## src/rtl/bit_serializer.sv

```systemverilog
// Parallel-to-serial shifter with registered stream outputs and gap-free back-to-back words.
// Define SER_PARITY_EN to append an even-parity bit (PAR state) after each word.
module bit_serializer #(
  parameter int WIDTH     = 8,
  parameter int MSB_FIRST = 1
) (
  input  logic             clk,
  input  logic             rst,
  input  logic             load,
  input  logic [WIDTH-1:0] pdata,
  output logic             ready,
  output logic             Dout,
  output logic             Dvalid,
  output logic             last
);

  localparam int CW = $clog2(WIDTH);
  localparam logic [CW-1:0] CNT_LAST = CW'(WIDTH - 1);

`ifdef SER_PARITY_EN
  typedef enum logic [1:0] {IDLE, SHIFT, PAR} state_t;
`else
  typedef enum logic {IDLE, SHIFT} state_t;
`endif

  state_t           state_q, state_d;
  logic [WIDTH-1:0] shreg_q, shreg_d;
  logic [CW-1:0]    cnt_q, cnt_d;
  logic             dout_q, dout_d;
  logic             dvalid_q, dvalid_d;
  logic             last_q, last_d;
  logic             accept;
`ifdef SER_PARITY_EN
  logic             parity_q, parity_d;
`endif

  function automatic logic head_bit(input logic [WIDTH-1:0] w);
    if (MSB_FIRST != 0) return w[WIDTH-1];
    else                return w[0];
  endfunction

  function automatic logic [WIDTH-1:0] shift_once(input logic [WIDTH-1:0] w);
    if (MSB_FIRST != 0) return {w[WIDTH-2:0], 1'b0};
    else                return {1'b0, w[WIDTH-1:1]};
  endfunction

  always_ff @(posedge clk or negedge rst) begin
    if (!rst) begin
      state_q  <= IDLE;
      shreg_q  <= '0;
      cnt_q    <= '0;
      dout_q   <= 1'b0;
      dvalid_q <= 1'b0;
      last_q   <= 1'b0;
`ifdef SER_PARITY_EN
      parity_q <= 1'b0;
`endif
    end else begin
      state_q  <= state_d;
      shreg_q  <= shreg_d;
      cnt_q    <= cnt_d;
      dout_q   <= dout_d;
      dvalid_q <= dvalid_d;
      last_q   <= last_d;
`ifdef SER_PARITY_EN
      parity_q <= parity_d;
`endif
    end
  end

  // Dout always presents the head of the shift register one cycle after it is computed,
  // so the bit after an accepting edge comes straight from pdata.
  always_comb begin
    state_d  = state_q;
    shreg_d  = shreg_q;
    cnt_d    = cnt_q;
    dout_d   = 1'b0;
    dvalid_d = 1'b0;
    last_d   = 1'b0;
    accept   = load && ready;
`ifdef SER_PARITY_EN
    parity_d = parity_q;
`endif

    case (state_q)
      IDLE: begin
        state_d = IDLE;
      end
      SHIFT: begin
        if (cnt_q != CNT_LAST) begin
          shreg_d  = shift_once(shreg_q);
          cnt_d    = cnt_q + CW'(1);
          dout_d   = head_bit(shreg_d);
          dvalid_d = 1'b1;
`ifdef SER_PARITY_EN
          last_d   = 1'b0;
`else
          last_d   = (cnt_d == CNT_LAST);
`endif
        end else begin
`ifdef SER_PARITY_EN
          state_d  = PAR;
          dout_d   = parity_q;
          dvalid_d = 1'b1;
          last_d   = 1'b1;
`else
          state_d  = IDLE;
          shreg_d  = '0;
          cnt_d    = '0;
`endif
        end
      end
`ifdef SER_PARITY_EN
      PAR: begin
        state_d = IDLE;
        shreg_d = '0;
        cnt_d   = '0;
      end
`endif
      default: begin
        state_d = IDLE;
      end
    endcase

    // An accepted word overrides the return to IDLE, which is what makes back-to-back gap-free.
    if (accept) begin
      state_d  = SHIFT;
      shreg_d  = pdata;
      cnt_d    = '0;
      dout_d   = head_bit(pdata);
      dvalid_d = 1'b1;
      last_d   = 1'b0;
`ifdef SER_PARITY_EN
      parity_d = ^pdata;
`endif
    end
  end

  always_comb begin
    ready  = (state_q == IDLE) || last_q;
    Dout   = dout_q;
    Dvalid = dvalid_q;
    last   = last_q;
  end

endmodule

```

## config.mk

```make
export PLATFORM = sky130hd
export DESIGN_NAME = bit_serializer
export DESIGN_NICKNAME = d
export VERILOG_FILES = /design/src/rtl/bit_serializer.sv
export SDC_FILE = /design/constraint.sdc
export NUM_CORES = 1
export LEC_CHECK = 0
export CAP_MARGIN = 20
export CORE_UTILIZATION = 27
export DETAILED_ROUTE_END_ITERATION = 8
export GPL_ROUTABILITY_DRIVEN = 0
export RECOVER_POWER = 25
export SLEW_MARGIN = 15
export SYNTH_ARGS = -nofsm -noshare
export SYNTH_HDL_FRONTEND = slang
export SYNTH_SLANG_ARGS = --single-unit
```

## constraint.sdc

```tcl
create_clock -name clk -period 1.4 [get_ports clk]
set_input_delay 0.28 -clock clk [delete_from_list [all_inputs] [get_ports clk]]
set_output_delay 0.28 -clock clk [all_outputs]
set_load 0.005 [all_outputs]
```

Word level (Yosys, flattened, before mapping)
Cells that the tools add are included.
Storage, ports and cells
  register bits after elaboration: 14
  bits in latches: 0
  bits in writable memories: 0
  bits in read-only memories: 0
  input port bits: 11
  logic and storage cells: 30
  memories kept: 0
Operators by class
  add/subtract/negate cells: 1
  multiply operators: 0
  divide/modulo/power cells: 0
  order comparisons: 0
  equality and inequality tests: 2
  shift operators: 0
  multiplexer cells: 17
  bitwise logic cells: 1
  reductions and logical operators: 3
Operator list (number)
  2-to-1 mux 7 bit: 3
  2-to-1 mux 1 bit: 10
  2-to-1 mux 3 bit: 3
  adder 3 x 1 -> 3 bit (second input constant): 1
  equality test 3 bit (second input constant): 1
  != test 3 bit (second input constant): 1
  case mux 1 bit (2 select lines): 1
  nonzero test 2 bit: 1
  logical AND 1 bit: 1
  logical OR 1 bit: 1
  inverter 1 bit: 1

Longest topological paths before layout
  depth in word-level cells: 5
  depth in mapped cells: 5
  depth with buffers taken out: 5

Worst setup path before layout
No wires, ideal clock.
  path kind: register to register
  start point: reg cnt_q[0]
  end point: reg shreg_q[1]
  data arrival time: 1.269 ns
  required time: 1.313 ns
  path slack: 0.044 ns
  stages on the path, launching flop included: 6
  clock period less this slack: 1.356 ns
  cell sequence: dfrtp_1 ha_1 ha_1 nor2b_1 nand2_1 o211ai_1
On the way
  word-level cells in the longest chain between the ends: 4
Ends and longest elaborated chain
  start: declaration: line 28  | logic [CW-1:0] cnt_q, cnt_d;
  start signal: assignment: line 61  | cnt_q <= cnt_d;
  != test 3 bit: line 90  | if (cnt_q != CNT_LAST) begin
  2-to-1 mux 7 bit: line 90
  2-to-1 mux 7 bit: line 85  | case (state_q)
  2-to-1 mux 7 bit: line 126  | if (accept) begin
  end signal: assignment: line 60  | shreg_q <= shreg_d;
  end: declaration: line 27  | logic [WIDTH-1:0] shreg_q, shreg_d;
Every way passes these cells. The select of a mux whose other input is x is not followed.
A chain may end at the register's enable or synchronous reset.

Worst setup path after layout
  start point: reg cnt_q[0]
  end point: reg shreg_q[5]
The elaborated chain is that of the path after synthesis.

==> results.json <==
{
  "status": "completed",
  "ant_nets": 0,
  "dr_wl_met3_um": 89,
  "grt_setup_unrepaired": "no",
  "grt_antenna_before_repair": 0,
  "rows": 17,
  "rrSetupSlack_ns": 0.07,
  "cp_slowest_cell": "dfrtp_1",
  "cts_root_buf": "clkbuf_4",
  "p_per_area_nw_per_um2": 1820,
  "multi_input_area_um2": 328,
  "drt_iter0_markers": 16,
  "drive_above_1_share": 0.315,
  "finalSetupViolCount": 0,
  "cts_buffer_depth": 2,
  "slew_headroom": 0.526,
  "pwr-share-comb": 0.513,
  "hold_violations": 0,
  "drtPass1Iterations": 4,
  "ir_drop_v": 0.000843,
  "wl_met2_um": 722,
  "die-area_um2": 2590,
  "cts_buffers": 3,
  "hold_ws_ns": 0.511,
  "clockPowerShare": 0.135,
  "max_freq_mhz": 751,
  "ys_seq_area_frac": 0.504,
  "critPathMaxFanout": 4,
  "grt-ovfl-total": 0,
  "cts_tree": "built",
  "fin_nets": 107,
  "required_ns": 1.61,
  "place_inst": 113,
  "initial_utilization": 0.289,
  "synth_area_um2": 646,
  "routed_wl_mm": 1.44,
  "syn_avg_cell_area_um2": 10.2,
  "clkTransAtPathRegs_ns": 0.09,
  "ios": 15,
  "area_growth_pct": 49.0,
  "cp_top_family": "flip-flops",
  "synthTopCellsByArea": "dfrtp_1 50%, nand2_1 7.0%, a221o_1 6.2%, ha_1 5.8%, nor3b_1 4.7%",
  "maxCapViolations": 0,
  "antennaDiodeCount": 0,
  "cp.arrival_ns": 1.54,
  "coreArea_um2": 2230,
  "nFillCells": 220,
  "first_global_vias": 576,
  "synth_seq_cells": 13,
  "netlist.area_leader.share": 0.504,
  "worst_clock_skew_ns": 0.00591,
  "grt_pass1_wl_mm": 2.53,
  "fin_crit_sh": 0.951,
  "yosys_warnings": 0,
  "vias": 571,
  "tightest_slew_ns": 0.711,
  "die_w_um": 50.9,
  "drv_slew": 0,
  "clk_latency_ns": 0.28,
  "seq_area_um2": 325,
  "power.leakage_nw": 0.452,
  "period_needed_ns": 1.33,
  "hpwlAfterDp_mm": 1.08,
  "instances_no_fill": 120,
  "drc": 0,
  "fin_tns_setup_ns": 0,
  "p_seq_frac": 0.351,
  "wl_per_cell_um": 12.0,
  "crit_type": "reg -> reg",
  "grt_usage": 0.131,
  "highest_layer": "met4",
  "post_drt_via_cell_ratio": 4.76,
  "htreeDepth": 1,
  "path_cells": "ha_2, ha_4, buf_4, nor3b_1, a221o_1",
  "worst-path-buf-inv": 1,
  "clock_sinks": 13,
  "grt_start_max_net_pins": 14,
  "critPathCaptureType": "flip-flop",
  "cpPeakStageDelay_ns": 0.39,
  "port_buffers": 14,
  "hold_class": "reg -> reg",
  "start_kind": "flip-flop",
  "synthCells": 63,
  "die_y_um": 50.9,
  "yosysTopAreaCell": "dfrtp_1",
  "p_switching_uw": 604,
  "synth_nets": 77,
  "synth.distinct_cells": 23,
  "wl_met1_um": 622,
  "p_int_mw": 1.14,
  "switching_share": 0.345
}
==> per-stage QoR <==
step | setup slack [ns] | instance area, um^2 | util | power, mW
6_report | 0.0691 | 962 | 0.431 | 1.75
2_1_floorplan | 0.0440 | 646 | - | 1.07
4_1_cts | 0.0174 | 940 | 0.421 | 1.70
5_1_grt | 0.00285 | 962 | 0.431 | 1.91
3_3_place_gp | -0.106 | 885 | 0.396 | 1.41
3_5_place_dp | -0.126 | 885 | 0.396 | 1.42
==> cell families after synthesis <==
| family | Yosys count | share of synthesized area |
|---|---|---|
| adders and majority gates | 3 | 0.0581 |
| and+or+nand+nor | 30 | 0.244 |
| DFF | 13 | 0.504 |
| buffers and inverters | 6 | 0.0523 |
| AOI/OAI and AO/OA | 11 | 0.141 |
==> power by group through the flow <==
| stage | clock network, mW | registers (mW) | logic (mW) |
|---|---|---|---|
| CTS | 0.252 | 0.614 | 0.835 |
| detailed placement | 0 | 0.630 | 0.791 |
| floorplan | 0 | 0.614 | 0.461 |
| global route | 0.266 | 0.636 | 1.00 |
| global placement | 0 | 0.625 | 0.789 |
| finish | 0.237 | 0.614 | 0.898 |
==> layout make-up <==
type                    count  area share
clock buffers               4      0.0273
inverters                   2     0.00780
multi-input cells          44       0.341
flip-flops and latches     13       0.338
well taps                  28      0.0364
repair buffers             29       0.250
==> worst paths after layout <==
kind / to / from / cells after the start
hold reg to reg: shreg_q[6] / shreg_q[6] / 2
hold / removal: shreg_q[6] / shreg_q[6] / 2
max in group asynchronous: shreg_q[2] / rst / 2
setup / recovery: shreg_q[5] / cnt_q[0] / 5
setup reg to reg: shreg_q[5] / cnt_q[0] / 5
min in group asynchronous: Dvalid / rst / 2
==> layout by cell type, fill, tap and decap left out, types with 2 or more instances in the layout <==
| master | Yosys | layout |
|---|---|---|
| clkbuf_1 | 0 | 2 |
| buf_4 | 0 | 14 |
| o211ai_1 | 2 | 2 |
| clkdlybuf4s50_1 | 0 | 9 |
| nand3_1 | 3 | 3 |
| and3_1 | 4 | 4 |
| clkbuf_4 | 0 | 3 |
| nor3b_1 | 4 | 3 |
| inv_1 | 2 | 2 |
| nand2_1 | 12 | 11 |
| a221o_1 | 4 | 4 |
| dlygate4sd2_1 | 0 | 3 |
| dfrtp_1 | 13 | 13 |
==> cell usage after synthesis <==
cell      number
o211ai_1       2
and2_1         1
nor2b_1        1
buf_2          3
or2_2          1
nand3_1        3
o21ai_1        1
a221o_1        4
nor3b_1        4
buf_6          1
o21ai_0        1
a22o_1         1
dfrtp_1       13
inv_1          2
and3_1         4
or2_1          1
o31ai_2        1
a21oi_1        1
nand2_1       12
nand2b_1       1
nor2_2         1
ha_1           3
nor3_1         1
==> worst reg2reg max path: stages (launching register included) <==
cell and delay (ns):
dfrtp_1 0.39, ha_2 0.20, ha_4 0.16, buf_4 0.14, nor3b_1 0.20, a221o_1 0.17
==> sequential cells by signal, summed over array words and instances (netlist names) <==
| name | cells |
|---|---|
| Dvalid | 1 |
| cnt_q | 3 |
| shreg_q | 7 |
| Dout | 1 |
| last | 1 |
==> metal layers <==
| layer | vias to the layer above | global-route usage |
|---|---|---|
| met2 | 28 | 0.226 |
| met4 | 0 | 0.0556 |
| met5 | - | 0 |
| li1 | 280 | - |
| met3 | 2 | 0.0179 |
| met1 | 261 | 0.161 |
==> timing repair <==
item / CTS / global route
pin swaps: 1 / 3
gates resized for setup: 10 / 7
hold buffers: 0 / 0
buffers inserted: 2 / 1
setup endpoints to repair: 10 / 12
(Power assumes the default switching activity.)
==> edit 1 (same flow settings) <==
Set the parameter `MSB_FIRST` to 0 (it was 1).
--- a/src/rtl/bit_serializer.sv
+++ b/src/rtl/bit_serializer.sv
@@ -3,5 +3,5 @@
 module bit_serializer #(
   parameter int WIDTH     = 8,
-  parameter int MSB_FIRST = 1
+  parameter int MSB_FIRST = 0
 ) (
   input  logic             clk,
Behaviour: not the same (a bounded check fails within 4 cycles, from zero or initial values and one cycle with rst low).
==> edit 1 against the unedited design <==
- wire length rose by 8.3%
- count of clock-buffer cells in the layout did not move
- area after synthesis grew 1.6%
- critical path depth down 3
- die area grew 1.5%
- final area rose by 3.3%
- setup slack worse by 0.025 ns
- sequential power barely moved
- via count fell by 3.7%
- global-route usage up 0.63 points
- fmax down 1.8%
- sequential cell count unchanged
- hold slack got worse by 0.0040 ns
- power decreased by 1.9%
==> edit 1: results (changes against the unedited design) <==
| Metric | Value |
|---|---|
| End point of the critical path | ready (was shreg_q[5]) |
| M1 GR Usage | 14.3% (was 16.1%) |
| Vias | 550 (was 571) |
| Final wirelength | 1.56 mm (was 1.44 mm) |
| Peak VDD IR | 0.000811 V (was 0.000843 V) |
| DR pass1 iterations | 3 (was 4) |
| Post-synth cell types | 24 (was 23) |
| Crit path arrival time | 1.08 ns (was 1.54 ns) |
| Place WS | -0.120 ns (was -0.126 ns) |
| Status | finished clean (unchanged) |
| Initial DRC count | 10 (was 16) |
| Fin nets | 102 (was 107) |
| Seq/Total Area, Yosys | 49.6% (was 50.4%) |
| Period utilization | 96.8% (was 95.1%) |
| Hold WS | 0.507 ns (was 0.511 ns) |
| Layout fillers | 240 (was 220) |
| Hold Path Sink | shreg_q[7] (was shreg_q[6]) |
| Mapped Nets | 74 (was 77) |
| Top cells by count, synth | 13 x dfrtp_1, 7 x nand2_1, 6 x a221o_1, 6 x nor3b_1, 5 x and3_1 (was 13 x dfrtp_1, 12 x nand2_1, 4 x a221o_1, 4 x and3_1, 4 x nor3b_1) |
| Slew HR | 52.1% (was 52.6%) |
| First-pass GRT wire length | 2.53 mm (about the same) |
| GRT Util Overall | 13.7% (was 13.1%) |
| Met3 Use GR | 3.27% (was 1.79%) |
| WHS Path Cells | 1 (was 2) |
| Syn Inst Count | 60 (was 63) |
| Vias in the first global route | 587 (was 576) |
| M2 GR Usage | 24.1% (was 22.6%) |
| Hold Startpoint | shreg_q[7] (was shreg_q[6]) |
## edit 1: cell count changes after synthesis, sizes merged
cell / unedited run / this run
a221o: 4 / 6
and3: 4 / 6
buf: 4 / 3
nand2: 12 / 8
nand3: 3 / 1
nor3b: 4 / 6
o211ai: 2 / 0
## edit 1: cell type report
| type | count | area share, % |
|---|---|---|
| timing repair buffer | 26 | 26.1 |
| multi-input combinational | 42 | 34.3 |
| inverter | 2 | 0.756 |
| tap | 28 | 3.53 |
| clock buffer | 4 | 2.64 |
| sequential | 13 | 32.7 |
## edit 1: worst register-to-register path: cells and delay by family (launching register included)
| kind | cells | cell delay [ns] |
|---|---|---|
| and+or+nand+nor | 1 | 0.05 |
| buffers and inverters | 1 | 0.12 |
| AOI/OAI and AO/OA | 1 | 0.32 |
| DFF | 1 | 0.38 |
| adders and majority gates | 2 | 0.35 |
## edit 1: power breakdown
part,internal [µW],switching (µW)
logic,503,367
registers,526,89.7
clock network,110,120
total,1140,577
## edit 1: cells by family (layout without fill, tap and decap cells)
kind of cell    count (synthesis)  in the layout  share of synthesized area, %
simple gates                   28             28                          26.0
compound gates                 11             11                          13.9
buf+inv                         5             32                          4.77
flops                          13             13                          49.6
fa+ha+maj                       3              3                          5.73
## edit 1: metrics by stage
step | power, µW | cell area, µm²
final | 1720 | 993
after CTS | 1620 | 922
after floorplan | 1080 | 656
after global routing | 1860 | 993
after global placement | 1360 | 887
after detailed placement | 1390 | 887
## edit 1: repair_timing
action | in CTS | in global routing
pin swaps | 2 | 5
setup endpoints to repair | 9 | 12
buffers inserted | 1 | 1
hold buffers | 0 | 0
gates cloned | 0 | 1
resized for setup | 4 | 10
## edit 1: per-layer routing
metal,vias to the layer above,wire length [µm]
li1,271,-
met1,270,678
met2,7,810
met3,2,39
met4,0,29
met5,-,0
==> edit 2 (same settings) <==
Without the edit above. `shreg_q` no longer has a reset.
--- a/src/rtl/bit_serializer.sv
+++ b/src/rtl/bit_serializer.sv
@@ -48,5 +48,4 @@
     if (!rst) begin
       state_q  <= IDLE;
-      shreg_q  <= '0;
       cnt_q    <= '0;
       dout_q   <= 1'b0;
@@ -58,5 +57,4 @@
     end else begin
       state_q  <= state_d;
-      shreg_q  <= shreg_d;
       cnt_q    <= cnt_d;
       dout_q   <= dout_d;
@@ -67,4 +65,8 @@
 `endif
     end
+  end
+
+  always_ff @(posedge clk) begin
+    shreg_q <= shreg_d;
   end
 
Function: no difference found for any inputs over 10 cycles, from zero or initial values and one cycle with rst low; that may be too few to reach the edited logic, so the function may still have changed.
==> edit 2 against the unedited design <==
- power grew 8.8%
- wire length down 12%
- non-clock buffer count shrank 6
- fmax about the same
- final area fell by 3.9%
- setup slack about the same
- area after synthesis is 3.5% lower
- sequential cell count is the same
- largest power group unchanged
==> edit 2: results (changes against the unedited design) <==
| Metric | Value |
|---|---|
| Mapped Nets | 63 (was 77) |
| DP HPWL | 855 µm (was 1.08 mm) |
| Seq/Total Area, Yosys | 57.8% (was 50.4%) |
| Vias in the first global route | 507 (was 576) |
| Biggest regs | shreg_q: 7 flops, cnt_q: 3 flops (unchanged) |
| Vias per Instance | 4.45 (was 4.76) |
| RR Endpoint | shreg_q[4] (was shreg_q[5]) |
| Hold WS | 0.309 ns (was 0.511 ns) |
| Post-DR wirelength/cell | 12.2 µm (was 12.0 µm) |
| M1 GR Usage | 15.2% (was 16.1%) |
| M2 GR Usage | 18.4% (was 22.6%) |
| Vias | 463 (was 571) |
| Place WS | -0.158 ns (was -0.126 ns) |
| DP Area | 843 µm² (was 885 µm²) |
| Clk_skew | 0.00391 ns (was 0.00591 ns) |
| Peak VDD IR | 0.000966 V (was 0.000843 V) |
| Fin nets | 91 (was 107) |
| Fraction of layout cells with a size suffix above 1 | 28.9% (was 31.5%) |
| End point of the critical path | last (was shreg_q[5]) |
| Met3 Use GR | 3.09% (was 1.79%) |
| Synth Area in Compound Gates | 5.82% (was 14.1%) |
| Leakage | 0.000415 µW (was 0.000452 µW) |
| Endpoints failing hold | 0 (unchanged) |
| Area share of fa/ha/maj cells after synthesis | 6.02% (was 5.81%) |
| Fraction of synthesized area in multiplexers | 10.8% (was 0%) |
| Avg Cell Area, Syn | 12.7 µm² (was 10.2 µm²) |
| Initial DRC count | 5 (was 16) |
| CTS Hold Bufs | 0 (unchanged) |
| Crit-path max FO | 2 (was 4) |
| Critical Path Start | last (was cnt_q[0]) |
| Crit path arrival time | 1.05 ns (was 1.54 ns) |
| Period utilization | 95.1% (about the same) |
| Crit path max-delay family | buffers and inverters (was flip-flops) |
| Post-synth cell types | 17 (was 23) |
| DP Cell Count | 97 (was 113) |
| Top area cells in the synthesized netlist | edfxtp_1 34%, dfrtp_1 24%, mux2_2 11%, nor2b_1 7.0%, ha_1 6.0% (was dfrtp_1 50%, nand2_1 7.0%, a221o_1 6.2%, ha_1 5.8%, nor3b_1 4.7%) |
| CP max stage delay | 0.38 ns |
| Status | finished clean (unchanged) |
| Slew HR | 79.7% (was 52.6%) |
| First-pass GRT wire length | 2.20 mm (was 2.53 mm) |
| Asr flop ratio synth | 46.2% (was 100%) |
| Hold crit path type | primary input to async pin (was flip-flop to flip-flop) |
| Ant diodes | 0 (unchanged) |
| EDFF count, synth | 7 (was 0) |
| R2r startpoint | Dvalid (was cnt_q[0]) |
| Top cells by count, synth | 7 x edfxtp_1, 7 x nor2b_1, 6 x dfrtp_1, 6 x mux2_2, 4 x inv_1 (was 13 x dfrtp_1, 12 x nand2_1, 4 x a221o_1, 4 x and3_1, 4 x nor3b_1) |
| GRT Util Overall | 12.3% (was 13.1%) |
| Layout area overhead | 48.4% (was 49.0%) |
| Largest net degree at the start of global routing | 9 (was 14) |
==> edit 2: changes by cell type in the layout (fill, tap and decap cells not counted), moves of 6 or more <==
| cell | change |
|---|---|
| nand2_1 | -8 |
| dfrtp_1 | -7 |
| edfxtp_1 | +7 |
| nor2b_1 | +7 |
| buf_4 | -6 |
==> edit 2: timing repair <==
item	CTS	global route
cloned	0	0
setup endpoints to repair	10	10
resized for setup	10	4
buffers inserted	4	0
endpoints found under the hold margin	0	0
==> edit 2: layout make-up <==
cell class / instances / area [µm²]
fill: 222 / 1270
inverter: 4 / 15.0
sequential: 13 / 360
multi-input combinational: 32 / 284
tap: 28 / 35.0
clock buffer: 4 / 26.3
timing repair buffer: 23 / 204
==> edit 2: where the power goes <==
part / switching [µW] / internal (µW)
logic: 394 / 577
clock network: 131 / 111
registers: 68.6 / 621
==> edit 2: layer usage <==
metal	wire, µm	vias to the layer above	share of wire, %
li1	-	224	-
met1	610	226	48
met2	605	11	48
met3	41	2	3.2
met4	10	0	0.79
met5	0	-	0
